[src/rtl/ext_unit_pipe.sv]
// Pipelined immediate/data extension unit with a valid/ready handshake and 2-entry skid buffer.
// Optional transfer counter port xfer_count is present when EXT_COUNT_EN is defined.
module ext_unit_pipe #(
  parameter int unsigned IN_W  = 16,
  parameter int unsigned OUT_W = 32
) (
  input  logic             Clk,
  input  logic             Reset_n,
  input  logic             in_valid,
  output logic             in_ready,
  input  logic [IN_W-1:0]  in_data,
  input  logic [2:0]       in_mode,
  output logic             out_valid,
  input  logic             out_ready,
  output logic [OUT_W-1:0] out_data,
  output logic             out_err
`ifdef EXT_COUNT_EN
  ,
  output logic [31:0]      xfer_count
`endif
);

  localparam int unsigned Shift = OUT_W - IN_W;

  typedef enum logic [2:0] {
    ModeSign  = 3'd0,
    ModeZero  = 3'd1,
    ModeUpper = 3'd2,
    ModeSbyte = 3'd3,
    ModeZbyte = 3'd4
  } mode_e;

  typedef enum logic [1:0] {StEmpty, StOne, StTwo} state_e;

  state_e           state_q, state_d;
  logic [OUT_W-1:0] out_data_q, out_data_d;
  logic [OUT_W-1:0] skid_data_q, skid_data_d;
  logic             out_err_q, out_err_d;
  logic             skid_err_q, skid_err_d;
  logic             in_ready_q;
  logic [OUT_W-1:0] ext_data;
  logic             ext_err;
  logic             accept;
  logic             deliver;

  always_comb begin
    ext_data = '0;
    ext_err  = 1'b0;
    case (in_mode)
      ModeSign:  ext_data = OUT_W'($signed(in_data));
      ModeZero:  ext_data = OUT_W'(in_data);
      ModeUpper: ext_data = OUT_W'(in_data) << Shift;
      ModeSbyte: ext_data = OUT_W'($signed(in_data[7:0]));
      ModeZbyte: ext_data = OUT_W'(in_data[7:0]);
      default:   ext_err  = 1'b1;
    endcase
  end

  assign out_valid = (state_q != StEmpty);
  assign accept    = in_valid & in_ready_q;
  assign deliver   = out_valid & out_ready;

  always_comb begin
    state_d     = state_q;
    out_data_d  = out_data_q;
    out_err_d   = out_err_q;
    skid_data_d = skid_data_q;
    skid_err_d  = skid_err_q;
    unique case (state_q)
      StEmpty: begin
        if (accept) begin
          state_d    = StOne;
          out_data_d = ext_data;
          out_err_d  = ext_err;
        end
      end
      StOne: begin
        if (accept && deliver) begin
          out_data_d = ext_data;
          out_err_d  = ext_err;
        end else if (accept) begin
          state_d     = StTwo;
          skid_data_d = ext_data;
          skid_err_d  = ext_err;
        end else if (deliver) begin
          state_d = StEmpty;
        end
      end
      StTwo: begin
        // in_ready is low here, so only the drain path exists.
        if (deliver) begin
          state_d    = StOne;
          out_data_d = skid_data_q;
          out_err_d  = skid_err_q;
        end
      end
      default: state_d = StEmpty;
    endcase
  end

  always_ff @(posedge Clk) begin
    if (!Reset_n) begin
      state_q     <= StEmpty;
      out_data_q  <= '0;
      out_err_q   <= 1'b0;
      skid_data_q <= '0;
      skid_err_q  <= 1'b0;
      in_ready_q  <= 1'b0;
    end else begin
      state_q     <= state_d;
      out_data_q  <= out_data_d;
      out_err_q   <= out_err_d;
      skid_data_q <= skid_data_d;
      skid_err_q  <= skid_err_d;
      in_ready_q  <= (state_d != StTwo);
    end
  end

  assign in_ready = in_ready_q;
  assign out_data = out_data_q;
  assign out_err  = out_err_q;

`ifdef EXT_COUNT_EN
  logic [31:0] cnt_q;

  always_ff @(posedge Clk) begin
    if (!Reset_n) begin
      cnt_q <= '0;
    end else if (deliver) begin
      cnt_q <= cnt_q + 32'd1;
    end
  end

  assign xfer_count = cnt_q;
`else
  // No transfer counter in this build.
`endif

endmodule

[config.mk]
export PLATFORM = sky130hd
export DESIGN_NAME = ext_unit_pipe
export DESIGN_NICKNAME = d
export VERILOG_FILES = /design/src/rtl/ext_unit_pipe.sv
export SDC_FILE = /design/constraint.sdc
export NUM_CORES = 1
export LEC_CHECK = 0
export BUFFER_PORTS_ARGS = -buffer_cell sky130_fd_sc_hd__buf_2
export CORE_UTILIZATION = 32
export CTS_BUF_LIST = sky130_fd_sc_hd__clkbuf_16
export DETAILED_ROUTE_END_ITERATION = 16
export SLEW_MARGIN = 0
export SYNTH_ARGS = -nofsm -noshare
export SYNTH_HDL_FRONTEND = slang
export SYNTH_SLANG_ARGS = --single-unit
[constraint.sdc]
create_clock -name Clk -period 1.4 [get_ports Clk]
set_clock_uncertainty 0.05 [all_clocks]
set_input_delay 0.28 -clock Clk [delete_from_list [all_inputs] [get_ports Clk]]
set_output_delay 0.28 -clock Clk [all_outputs]
set_load 0.02 [all_outputs]
After elaboration in Yosys (flattened, before gate mapping):

Index checks and enable logic that the tools add are counted.

* eq/ne operators: 10
* mux-type cells: 16
* bitwise gates (word level): 3
* reduce and logical (&&, ||, !) cells: 8

Operators by type and width (count)
* 32-bit one-hot mux with 5 select lines: 1
* 32-bit 2-to-1 mux: 3
* 32-bit one-hot mux with 3 select lines: 1
* 2-bit 2-to-1 mux: 5
* 2-bit != test, second input constant: 4
* 3-bit by 2-bit equality test with 1-bit output, second input constant: 2
* 2-bit one-hot mux with 3 select lines: 1
* 5-bit OR reduction: 1
* 1-bit 2-to-1 mux: 4
* 4-bit AND reduction: 1
* 3-bit by 1-bit equality test with 1-bit output, second input constant: 1
* 3-bit equality test, second input constant: 1
* 3-bit zero test: 1
* 1-bit one-hot mux with 3 select lines: 1
* 3-bit AND reduction: 1
* 3-bit nonzero test: 1
* 1-bit bitwise AND: 2
* 2-bit by 1-bit equality test with 1-bit output, second input constant: 1
* 2-bit equality test, second input constant: 1
* 2-bit zero test: 1
* 2-bit nonzero test: 1
* 1-bit logical AND: 1
* 1-bit inverter: 1

* bits in registers: 69
* output and inout bits: 35
* logic and storage cells: 43

Logic depth before layout (Yosys ltp):

Gate-level depths: netlist (run 1).

* depth after elaboration: 7
* gate-level depth with buffers: 6
* mapped depth without buffers: 4

Worst setup path after synthesis (run 1):

No wires, ideal clock.

* path kind: reg2reg
* start point: register in_ready_q (netlist: in_ready)
* end point: register out_data_q[22] (netlist: out_data[22])
* period minus slack after synthesis: 1.466 ns
* library setup time: 0.119 ns
* cell stages (with the launch flop): 6
* required time: 1.231 ns
* path buffers: 2
* setup slack: -0.066 ns
* arrival: 1.298 ns
* path through: dfxtp_1 -> and3b_1 -> a22o_1 -> buf_6 -> buf_6 -> o221a_2

* cells in the longest elaborated chain, start to end: 4

RTL lines
* from (decl): line 40 `logic in_ready_q;`
* from (signal assigned): line 115 `in_ready_q <= (state_d != StTwo);`
* 1-bit bitwise AND *: line 60 `assign accept = in_valid & in_ready_q;`
* 1-bit logical AND: line 78 `if (accept && deliver) begin`
* 2-bit != test (no line)
* 4-bit AND reduction (no line) *
* to (signal assigned): line 111 `out_data_q <= out_data_d;`
* to (decl): line 36 `logic [OUT_W-1:0] out_data_q, out_data_d;`

Every way passes the cells marked *; elsewhere a longest branch is shown, timed or not.
A chain may end at the register's enable or synchronous reset.

Worst setup path after layout (run 1):

* start point: register state_q[0]
* end point: register out_data_q[25] (netlist: out_data[25])

* cells in the longest elaborated chain, start to end: 5

RTL lines
* from (decl): line 35 `state_e state_q, state_d;`
* from (signal assigned): line 103 `state_q <= StEmpty;`
* from (signal assigned): line 110 `state_q <= state_d;`
* 2-bit nonzero test: line 59 `assign out_valid = (state_q != StEmpty);`
* 1-bit bitwise AND: line 61 `assign deliver = out_valid & out_ready;`
* 1-bit logical AND: line 78
* 2-bit != test (no line)
* 4-bit AND reduction (no line)

Several ways; a longest one is shown, not always the timed one.

==> results of run 1 <==
## cells by family (layout without fill, tap and decap cells)
family | after synthesis | count (layout) | share of synthesized area, %
and+or+nand+nor | 111 | 112 | 17.6
muxes | 11 | 11 | 3.69
DFF | 69 | 69 | 44.3
buffers and inverters | 32 | 111 | 6.14
AOI/OAI and AO/OA | 142 | 142 | 28.2
## through the flow
stage / total power [mW] / hold slack (ns) / worst slack [ns] / util (%) / cells
after global placement: 2.79 / 0.391 / -0.264 / 39.5 / 548
final: 5.67 / 0.215 / -0.108 / 47.5 / 574
after global routing: 5.87 / 0.208 / -0.187 / 47.5 / 574
after floorplan: 2.55 / 0.302 / -0.0167 / - / 365
after CTS: 5.58 / 0.201 / -0.0746 / 44.5 / 567
after detailed placement: 2.80 / 0.399 / -0.284 / 39.5 / 548
## worst min path at each step
stage	endpoint	cells after the start
6_report	skid_data_q[25]$_SDFFE_PN0P_	3
5_1_grt	skid_data_q[25]$_SDFFE_PN0P_	3
4_1_cts	skid_data_q[25]$_SDFFE_PN0P_	3
3_5_place_dp	skid_data_q[23]$_SDFFE_PN0P_	2
3_3_place_gp	skid_data_q[23]$_SDFFE_PN0P_	2
2_1_floorplan	state_q[1]$_SDFF_PN0_	1
## routing by layer
layer  track usage, %  up-vias
met4             5.13        0
li1                 -     1458
met2             28.7       78
met5                0        -
met3             4.30       12
met1             22.3     1397
## registers in the layout, indices dropped and copies added, names as in the netlist
name / cells
in_ready: 1
out_data: 32
out_err: 1
skid_data_q: 32
skid_err_q: 1
state_q: 2
## layout by cell type, fill, tap and decap left out, types with 11 or more instances in the layout
master,n
a21oi_1,45
buf_2,56
buf_4,21
clkbuf_16,13
dfxtp_1,66
nand2_1,33
nor2_1,34
nor2b_1,14
o21ai_0,28
o21ai_2,15
o221a_1,11
## what timing repair did
| action | CTS | global route |
|---|---|---|
| setup endpoints to repair | 59 | 67 |
| hold endpoints to repair | 0 | 0 |
| cloned | 1 | 6 |
| buffers inserted | 4 | 2 |
| pin swaps | 4 | 2 |
| gates resized for setup | 30 | 37 |
## area by class of cell
cell class / instances / area share (%)
clock inverters: 6 / 3.08
inverters: 1 / 0.0847
clock buffers: 9 / 5.08
flip-flops and latches: 69 / 31.4
repair buffers: 95 / 17.3
multi-input cells: 265 / 39.3
well taps: 129 / 3.64
## worst max-delay path, cell delays in order, from the launching register on
cell and delay (ns):
dfxtp_4 0.36, and2b_2 0.24, a22o_4 0.31, buf_12 0.18, o221a_2 0.25
## power groups by stage
stage               Sequential [mW]  Clock, mW  Combinational [mW]
floorplan                      2.23          0               0.320
global placement               2.14          0               0.645
detailed placement             2.15          0               0.652
CTS                            2.11       2.77               0.706
global route                   2.13       2.88               0.858
finish                         2.11       2.75               0.804
==> reports/qor.csv, run 1 <==
stage,metric,value,unit
hold_path,hold_start,Reset_n,
cells_and_area,areaGrowthSynthToFinish,42.2,%
power_and_ir_drop,p_sw,1.35,mW
timing,hold_viol_final,0,
power_and_ir_drop,p_leak,1.80,nW
floorplanning,rows,35,
floorplanning,initial_core_util,33.4,%
route,routed_wl,9320,µm
synthesis,synth.area.top_cells,"dfxtp_1 44%, a21oi_1 7.9%, o21ai_0 6.7%",
synthesis,netlist.top_cell.by_area,dfxtp_1,
synthesis,yosysUniqueCellTypes,40,
global_routing,grt_pass1_wl,13500,µm
global_routing,antenna_found_initial,0,
setup_path,reg2reg_slack,-0.11,ns
timing,tightest_slew,0.577,ns
global_routing,overflow,0,
setup_path,required,1.57,ns
power_and_ir_drop,vdd_drop_max,0.000582,V
timing,layout_setup_ws,-0.108,ns
setup_path,crit_arrival,1.68,ns
timing,slew_headroom,61.4,%
route,drt-met1-wl,4270,µm
route,top_layer_used,met4,
clocking,path_clk_slew,0.05,ns
cells_and_area,antenna-diode-count,0,
clocking,clk_latency,0.33,ns
synthesis,yosysWarnings,0,
setup_path,worstSetupPathType,flop to flop,
cells_and_area,drive_above_1_share,35.1,%
flow_run,cap_violations,0,
placement,gp_congestion,0.831,
synthesis,async_flop_share,0,%
placement,dp_hpwl,5760,µm
floorplanning,ios,58,
route,wl_per_cell,16.2,µm
global_routing,grt_max_degree,27,
power_and_ir_drop,pwr-share-clk,48.6,%
synthesis,synth_enable_flop_cells,0,
hold_path,worst_hold_path_type,input pin to flop,
timing,period_needed,1.51,ns
route,vias,2945,
setup_path,r2r_end,out_data[25]$_SDFFE_PN0P_,
power_and_ir_drop,swShare,23.8,%
floorplanning,die_area,10100,µm²
run_status,violations,setup timing,
timing,rsz0062_at_grt,yes,
timing,max_freq,0.663,GHz
placement,port_buffers,57,
setup_path,startpoint,state_q[0]$_SDFF_PN0_,
setup_path,crit_end,out_data[25]$_SDFFE_PN0P_,
route,met3_length,453,µm
synthesis,ys_seq_area_share,44.3,%
run_status,status,"complete, but fails checks",
clocking,clk_path_buf_depth,2,
cells_and_area,stdcell_area,4430,µm²
route,drt_pass1_iterations,4,
synthesis,synth_most_common_cell,dfxtp_1,
synthesis,ys.flop_type,dfxtp_1,
power_and_ir_drop,powerDensity,1280,nW/µm²
synthesis,synth_area_per_cell,8.54,µm²
clocking,clock_sinks,69,
setup_path,crit_fanout,14,
route,met2_wirelength,4440,µm
route,detail-route-antenna-nets,0,
synthesis,syn-num-nets,388,
setup_path,startpoint_type,flop,
placement,post_dp_cell_area,3680,µm²
route,route.detailed.drc,0,
clocking,cts_tree,done,
route,via_per_inst,5.13,
global_routing,grt_use_total,17.3,%
clocking,h-tree-depth,3,
clocking,cts_made_buffers,9,
cells_and_area,finalNetCount,464,
setup_path,cp-end-kind,flop,
route,drt_iter0_drc,157,
power_and_ir_drop,p_int,4.32,mW
synthesis,synth_top_cell_area_share,44.3,%
power_and_ir_drop,seq_power_share,37.3,%
global_routing,first_global_vias,2710,
floorplanning,core_area,9330,µm²
power_and_ir_drop,pwr-share-comb,14.2,%
timing,finalMaxSlewViolations,0,
timing,finalSetupTns,-2.87,ns
floorplanning,die_w,101,µm
clocking,root_buffer,clkbuf_16,
setup_path,r2r_cells,4,
timing,setup_violations,48,
synthesis,synth-seq-cells,69,
cells_and_area,multi_input_area,1740,µm²
timing,fin_crit_sh,108,%
setup_path,r2r_start,state_q[0]$_SDFF_PN0_,
synthesis,ys_top_cells_by_count,"69 x dfxtp_1, 49 x a21oi_1, 42 x o21ai_0",
synthesis,postSynthCellCount,365,
cells_and_area,regArea,1390,µm²
cells_and_area,nFillCells,879,
floorplanning,die_h,101,µm
synthesis,netlist_area,3120,µm²
clocking,hold_buffers,0,
Note: power is estimated with default switching activity, not from simulation.
==> run 2: changes to the inputs <==
- GPL_TIMING_DRIVEN: unset -> 0
- TNS_END_PERCENT: unset -> 5
- clock period: 1.4 -> 1.64 ns (I/O delays scaled with it)
==> run 2 against run 1 <==
The flow now finishes without violations. Count of clock-buffer cells in the layout did not move. Clock power down 24%. Highest routed layer unchanged. Setup slack improved by 0.18 ns. First-iteration DRC count shrank 7.0%. Global-route usage grew 0.48 points. Fmax decreased by 3.8%. Routed wire length is 7.6% lower. Sequential power decreased by 15%. Sequential share of layout area grew 4.0 points. Largest power group unchanged. Combinational power shrank 34%.
==> reports/qor.csv, run 2 (synthesized netlist as in run 1, its figures left out) <==
stage,metric,value,unit,change
setup_path,worstPathCellList,and2b_1 -> clkbuf_1 -> a21oi_1 -> a211oi_2,,
setup_path,crit_arrival,1.77,ns,+0.09 ns
route,drt_pass1_iterations,5,,+1
run_status,status,completed,,
setup_path,reg2reg_slack,0.07,ns,+0.18 ns
timing,slew_headroom,65.6,%,+4.2 points
route,routed_wl,8620,µm,-7.6%
placement,gp_congestion,0.857,,+3.1%
setup_path,cp-end-kind,flop,,
cells_and_area,stdcell_area,3910,µm²,-12%
clocking,root_buffer,clkbuf_16,,
floorplanning,die_area,10100,µm²,unchanged
power_and_ir_drop,swShare,25.3,%,+1.4 points
global_routing,grt_max_degree,14,,-48%
route,via_per_inst,5.03,,-1.9%
placement,post_dp_cell_area,3560,µm²,-3.3%
setup_path,crit_family,buffers and inverters,,
clocking,clk_latency,0.33,ns,about the same
timing,hold_viol_final,0,,unchanged
timing,max_freq,0.638,GHz,-3.8%
power_and_ir_drop,pwr-share-clk,47.2,%,-1.4 points
cells_and_area,final_core_util,41.9,%,-5.6 points
cells_and_area,areaGrowthSynthToFinish,25.3,%,
clocking,path_clk_slew,0.06,ns,about the same
power_and_ir_drop,p_leak,1.58,nW,-12%
route,wl_per_cell,15.2,µm,-6.3%
clocking,clock_sinks,69,,unchanged
timing,period_needed,1.57,ns,+0.0599 ns
hold_path,worst_hold_path_type,input pin to flop,,
power_and_ir_drop,p_int,3.30,mW,-24%
timing,fin_crit_sh,95.6,%,-12 points
hold_path,min_to,state_q[1]$_SDFF_PN0_,,
global_routing,antenna_found_initial,0,,unchanged
hold_path,hold_start,out_ready,,
setup_path,r2r_end,out_err$_SDFFE_PN0P_,,
timing,setup_violations,0,,-100%
setup_path,cp_num_cells,4,,unchanged
global_routing,overflow,0,,unchanged
cells_and_area,final_common_cell,dfxtp_1,,
timing,finalMaxSlewViolations,0,,unchanged
setup_path,worstSetupPathType,flop to flop,,
cells_and_area,antenna-diode-count,0,,unchanged
global_routing,first_global_vias,2689,,-0.77%
setup_path,r2r_cells,4,,unchanged
clocking,cts_tree,done,,
hold_path,hold_depth,2,,-1
setup_path,required,1.84,ns,+0.27 ns
setup_path,path_buf_inv,1,,unchanged
setup_path,crit_fanout,10,,-4
timing,tightest_slew,0.516,ns,-0.0611 ns
route,drt_iter0_drc,146,,-7.0%
route,route.detailed.drc,0,,unchanged
placement,port_buffers,56,,-1.8%
cells_and_area,layout_common_cells,"67 x dfxtp_1, 65 x buf_2, 49 x a21oi_1",,
global_routing,grt_use_total,17.8,%,+0.48 points
setup_path,r2r_start,state_q[0]$_SDFF_PN0_,,
floorplanning,die_h,101,µm,unchanged
route,detail-route-antenna-nets,0,,unchanged
cells_and_area,finalNetCount,455,,-1.9%
power_and_ir_drop,vdd_drop_max,0.000501,V,-14%
floorplanning,initial_core_util,33.4,%,unchanged
clocking,h-tree-depth,3,,unchanged
floorplanning,die_w,101,µm,unchanged
cells_and_area,drive_above_1_share,24.9,%,-10 points
route,vias,2848,,-3.3%
floorplanning,rows,35,,unchanged
power_and_ir_drop,pwr-share-comb,12.1,%,-2.1 points
global_routing,grt_pass1_wl,13600,µm,+1.1%
clocking,clk_path_buf_depth,2,,unchanged
placement,dp_hpwl,6320,µm,+9.7%
power_and_ir_drop,p_sw,1.11,mW,-18%
setup_path,startpoint_type,flop,,
floorplanning,core_area,9330,µm²,unchanged
power_and_ir_drop,powerDensity,1130,nW/µm²,-12%
timing,rsz0062_at_grt,yes,,
setup_path,max_stage_delay,0.43,ns,+0.07 ns
floorplanning,ios,58,,unchanged
power_and_ir_drop,seq_power_share,40.7,%,+3.4 points
flow_run,cap_violations,0,,unchanged
setup_path,slowest_stage,clkbuf_1,,
clocking,cts_made_buffers,9,,unchanged
-- run 2: changes by cell type in the layout (fill, tap and decap cells not counted), sizes merged --
cell / delta
buf: -16
clkbuf: +8
clkinvlp: +3
bufinv: -2
clkinv: -1
inv: +1
nor2: -1
-- run 2: power groups by stage --
stage	sequential [mW]	combinational [mW]	clock, mW
after floorplan	1.90	0.271	0
after global placement	1.83	0.523	0
after detailed placement	1.83	0.529	0
after CTS	1.80	0.532	2.12
after global routing	1.81	0.582	2.22
final	1.80	0.533	2.08
-- run 2: timing repair --
action,4_1_cts,5_1_grt
hold buffers,0,0
setup endpoints to repair,20,55
gates resized for setup,2,9
cloned,0,0
endpoints found under the hold margin,0,0
buffers inserted,0,0
-- run 2: stage by stage --
step | TNS, ns | setup WS, ns | hold slack (ns) | cells | total power [mW]
after floorplan | 0 | 0.174 | 0.357 | 365 | 2.17
after global placement | -1.48 | -0.0935 | 0.393 | 550 | 2.35
after detailed placement | -1.72 | -0.105 | 0.402 | 550 | 2.36
after CTS | 0 | 0.0190 | 0.248 | 566 | 4.45
after global routing | -0.0894 | -0.0325 | 0.269 | 566 | 4.61
final | 0 | 0.0721 | 0.247 | 566 | 4.41
-- run 2: final cells by class --
class,instances,area (µm²)
Buffer,31,199
Clock buffer,9,225
Clock inverter,7,98.8
Fill cell,947,5420
Inverter,1,3.75
Multi-Input combinational cell,264,1550
Sequential cell,69,1380
Tap cell,129,161
Timing Repair Buffer,56,280
-- run 2: how the worst max path moves through the flow --
stage | startpoint | endpoint
CTS | state_q[0]$_SDFF_PN0_ | skid_data_q[25]$_SDFFE_PN0P_
finish | state_q[0]$_SDFF_PN0_ | out_err$_SDFFE_PN0P_
detailed placement | in_mode[0] | out_data[1]$_SDFFE_PN0P_
floorplan | in_ready$_SDFF_PN0_ | out_data[22]$_SDFFE_PN0P_
global route | state_q[0]$_SDFF_PN0_ | in_ready$_SDFF_PN0_
global placement | out_ready | skid_data_q[24]$_SDFFE_PN0P_
-- run 2: layer usage --
| layer | global-route usage [%] | vias up | routed length, µm |
|---|---|---|---|
| li1 | - | 1427 | - |
| met1 | 22.9 | 1325 | 3820 |
| met2 | 29.2 | 81 | 4180 |
| met3 | 2.91 | 15 | 431 |
| met4 | 8.36 | 0 | 184 |
| met5 | 0 | - | 0 |
==> run 3: changes to the inputs <==
- GPL_TIMING_DRIVEN: 0 -> unset
- REMOVE_ABC_BUFFERS: unset -> 1
==> run 3 against run 2 <==
Count of clock-buffer cells in the layout stayed put. Via count is 2.3% lower. Largest power group unchanged. Non-clock buffer count is 1 higher. Highest routed layer unchanged.
==> reports/qor.csv, run 3 (synthesized netlist as in run 1, its figures left out) <==
stage,metric,value,unit,change
timing,finalSetupTns,0,ns,unchanged
clocking,path_clk_slew,0.06,ns,about the same
clocking,post-cts-setup-buffer-count,0,,unchanged
route,vias,2783,,-2.3%
setup_path,cp-end-kind,flop,,
clocking,clk_path_buf_depth,2,,unchanged
global_routing,grt_pass1_wl,13300,µm,-2.7%
cells_and_area,multi_input_area,1570,µm²,+0.97%
floorplanning,die_area,10100,µm²,unchanged
setup_path,worstSetupPathType,flop to flop,,
clocking,cts_tree,done,,
route,drt_pass1_iterations,4,,-1
cells_and_area,drive_above_1_share,26.5,%,+1.5 points
global_routing,first_global_vias,2644,,-1.7%
setup_path,cp_num_cells,5,,+1
cells_and_area,stdcell_area,4020,µm²,+2.9%
global_routing,antenna_found_initial,0,,unchanged
timing,slew_headroom,60.7,%,-5.0 points
cells_and_area,regArea,1380,µm²,-0.18%
cells_and_area,antenna-diode-count,0,,unchanged
timing,period_needed,1.58,ns,+0.0161 ns
power_and_ir_drop,pwr-share-comb,12.8,%,+0.7 points
floorplanning,die_h,101,µm,unchanged
placement,post_dp_cell_area,3670,µm²,+3.2%
timing,hold_slack,0.294,ns,+0.0473 ns
global_routing,grt_use_total,17.1,%,-0.69 points
setup_path,crit_fanout,30,,+20
route,detail-route-antenna-nets,0,,unchanged
route,drt_iter0_drc,73,,-50%
power_and_ir_drop,p_int,3.31,mW,+0.44%
route,route.detailed.drc,0,,unchanged
power_and_ir_drop,p_sw,1.08,mW,-3.0%
power_and_ir_drop,pwr-share-clk,46.4,%,-0.8 points
setup_path,r2r_cells,5,,+1
global_routing,grt_max_degree,31,,+17
cells_and_area,areaGrowthSynthToFinish,28.9,%,
placement,port_buffers,57,,+1.8%
route,wl_per_cell,14.1,µm,-7.2%
clocking,hold_buffers,0,,unchanged
setup_path,required,1.81,ns,-0.03 ns
timing,setup_violations,0,,unchanged
power_and_ir_drop,swShare,24.6,%,-0.65 points
cells_and_area,nFillCells,937,,-1.1%
floorplanning,rows,35,,unchanged
placement,gp_congestion,0.762,,-11%
flow_run,cap_violations,0,,unchanged
power_and_ir_drop,p_leak,1.65,nW,+4.9%
power_and_ir_drop,vdd_drop_max,0.000497,V,-0.85%
clocking,clock_sinks,69,,unchanged
floorplanning,die_w,101,µm,unchanged
setup_path,worstPathCellList,buf_4 -> and2b_1 -> a22o_4 -> buf_12 -> o221a_2,,
timing,hold_viol_final,0,,unchanged
timing,fin_crit_sh,96.6,%,+0.98 points
setup_path,crit_family,compound AO/OA/AOI/OAI gates,,
timing,layout_setup_ws,0.0560,ns,-0.0161 ns
cells_and_area,final_common_cell,dfxtp_1,,
clocking,root_buffer,clkbuf_16,,
power_and_ir_drop,powerDensity,1090,nW/µm²,-3.2%
global_routing,overflow,0,,unchanged
placement,dp_hpwl,5570,µm,-12%
hold_path,worst_hold_path_type,input pin to flop,,
timing,max_freq,0.631,GHz,-1.0%
setup_path,max_stage_delay,0.33,ns,-0.10 ns
floorplanning,core_area,9330,µm²,unchanged
setup_path,crit_arrival,1.75,ns,-0.02 ns
setup_path,path_buf_inv,2,,+1
clocking,clk_latency,0.33,ns,about the same
clocking,cts_made_buffers,9,,unchanged
hold_path,hold_depth,3,,+1
route,via_per_inst,4.91,,-2.5%
clocking,h-tree-depth,3,,unchanged
run_status,status,completed,,
cells_and_area,layout_common_cells,"69 x dfxtp_1, 57 x buf_2, 49 x a21oi_1",,
setup_path,slowest_stage,dfxtp_1,,
cells_and_area,finalNetCount,456,,+0.22%
placement,dp_slack,-0.239,ns,-0.134 ns
floorplanning,ios,58,,unchanged
floorplanning,initial_core_util,33.4,%,unchanged
power_and_ir_drop,seq_power_share,40.8,%,about the same
setup_path,startpoint_type,flop,,
timing,rsz0062_at_grt,no,,
route,routed_wl,8010,µm,-7.1%
timing,finalMaxSlewViolations,0,,unchanged
timing,tightest_slew,0.588,ns,+0.0723 ns
==> run 3: cell count changes in the layout (fill, tap and decap cells not counted), sizes merged <==
cell      before  now
buf           75   88
clkbuf        21    9
clkinv         0    4
clkinvlp       4    1
inv            2    1
==> run 3: power by group through the flow <==
stage	registers, mW	logic [mW]	clock network, mW
final	1.79	0.561	2.04
after global placement	1.83	0.549	0
after floorplan	1.90	0.222	0
after detailed placement	1.83	0.555	0
after CTS	1.79	0.560	2.07
after global routing	1.80	0.616	2.16
==> run 3: tightest hold or removal path, cell delays in order <==
cell and delay, ns:
buf_2 0.09, buf_4 0.15, nor3_1 0.06
==> run 3: worst paths after layout <==
kind,from,endpoint,slack (ns)
max,state_q[1]$_SDFF_PN0_,out_data[24]$_SDFFE_PN0P_,0.06
min reg2reg,skid_err_q$_SDFFE_PN0P_,skid_err_q$_SDFFE_PN0P_,0.41
max reg2reg,state_q[1]$_SDFF_PN0_,out_data[24]$_SDFFE_PN0P_,0.06
min,out_ready,state_q[1]$_SDFF_PN0_,0.29
==> run 3: routing by layer <==
metal | routed length [µm] | part of all wire [%] | track usage (%) | up-vias
met2 | 3740 | 47 | 27.3 | 52
met5 | 0 | 0 | 0 | -
met1 | 3850 | 48 | 22.0 | 1283
met3 | 332 | 4.1 | 4.99 | 7
met4 | 81 | 1.0 | 6.35 | 0
li1 | - | - | - | 1441
==> run 3: area by class of cell <==
type / count / area share (%)
clock inverters: 7 / 2.24
inverters: 1 / 0.0934
well taps: 129 / 4.02
multi-input cells: 264 / 39.0
repair buffers: 88 / 14.6
flip-flops and latches: 69 / 34.4
clock buffers: 9 / 5.61
==> run 3: timing repair <==
| item | CTS | global route |
|---|---|---|
| setup endpoints to repair | 17 | 29 |
| gates resized for setup | 2 | 6 |
| pin swaps | 0 | 1 |
| cloned | 0 | 0 |
==> run 3: per-stage QoR <==
stage | std cells | total power [mW] | util, %
after floorplan | 334 | 2.13 | -
after global placement | 551 | 2.38 | 39.4
after detailed placement | 551 | 2.38 | 39.4
after CTS | 567 | 4.42 | 42.8
after global routing | 567 | 4.57 | 43.1
final | 567 | 4.39 | 43.1
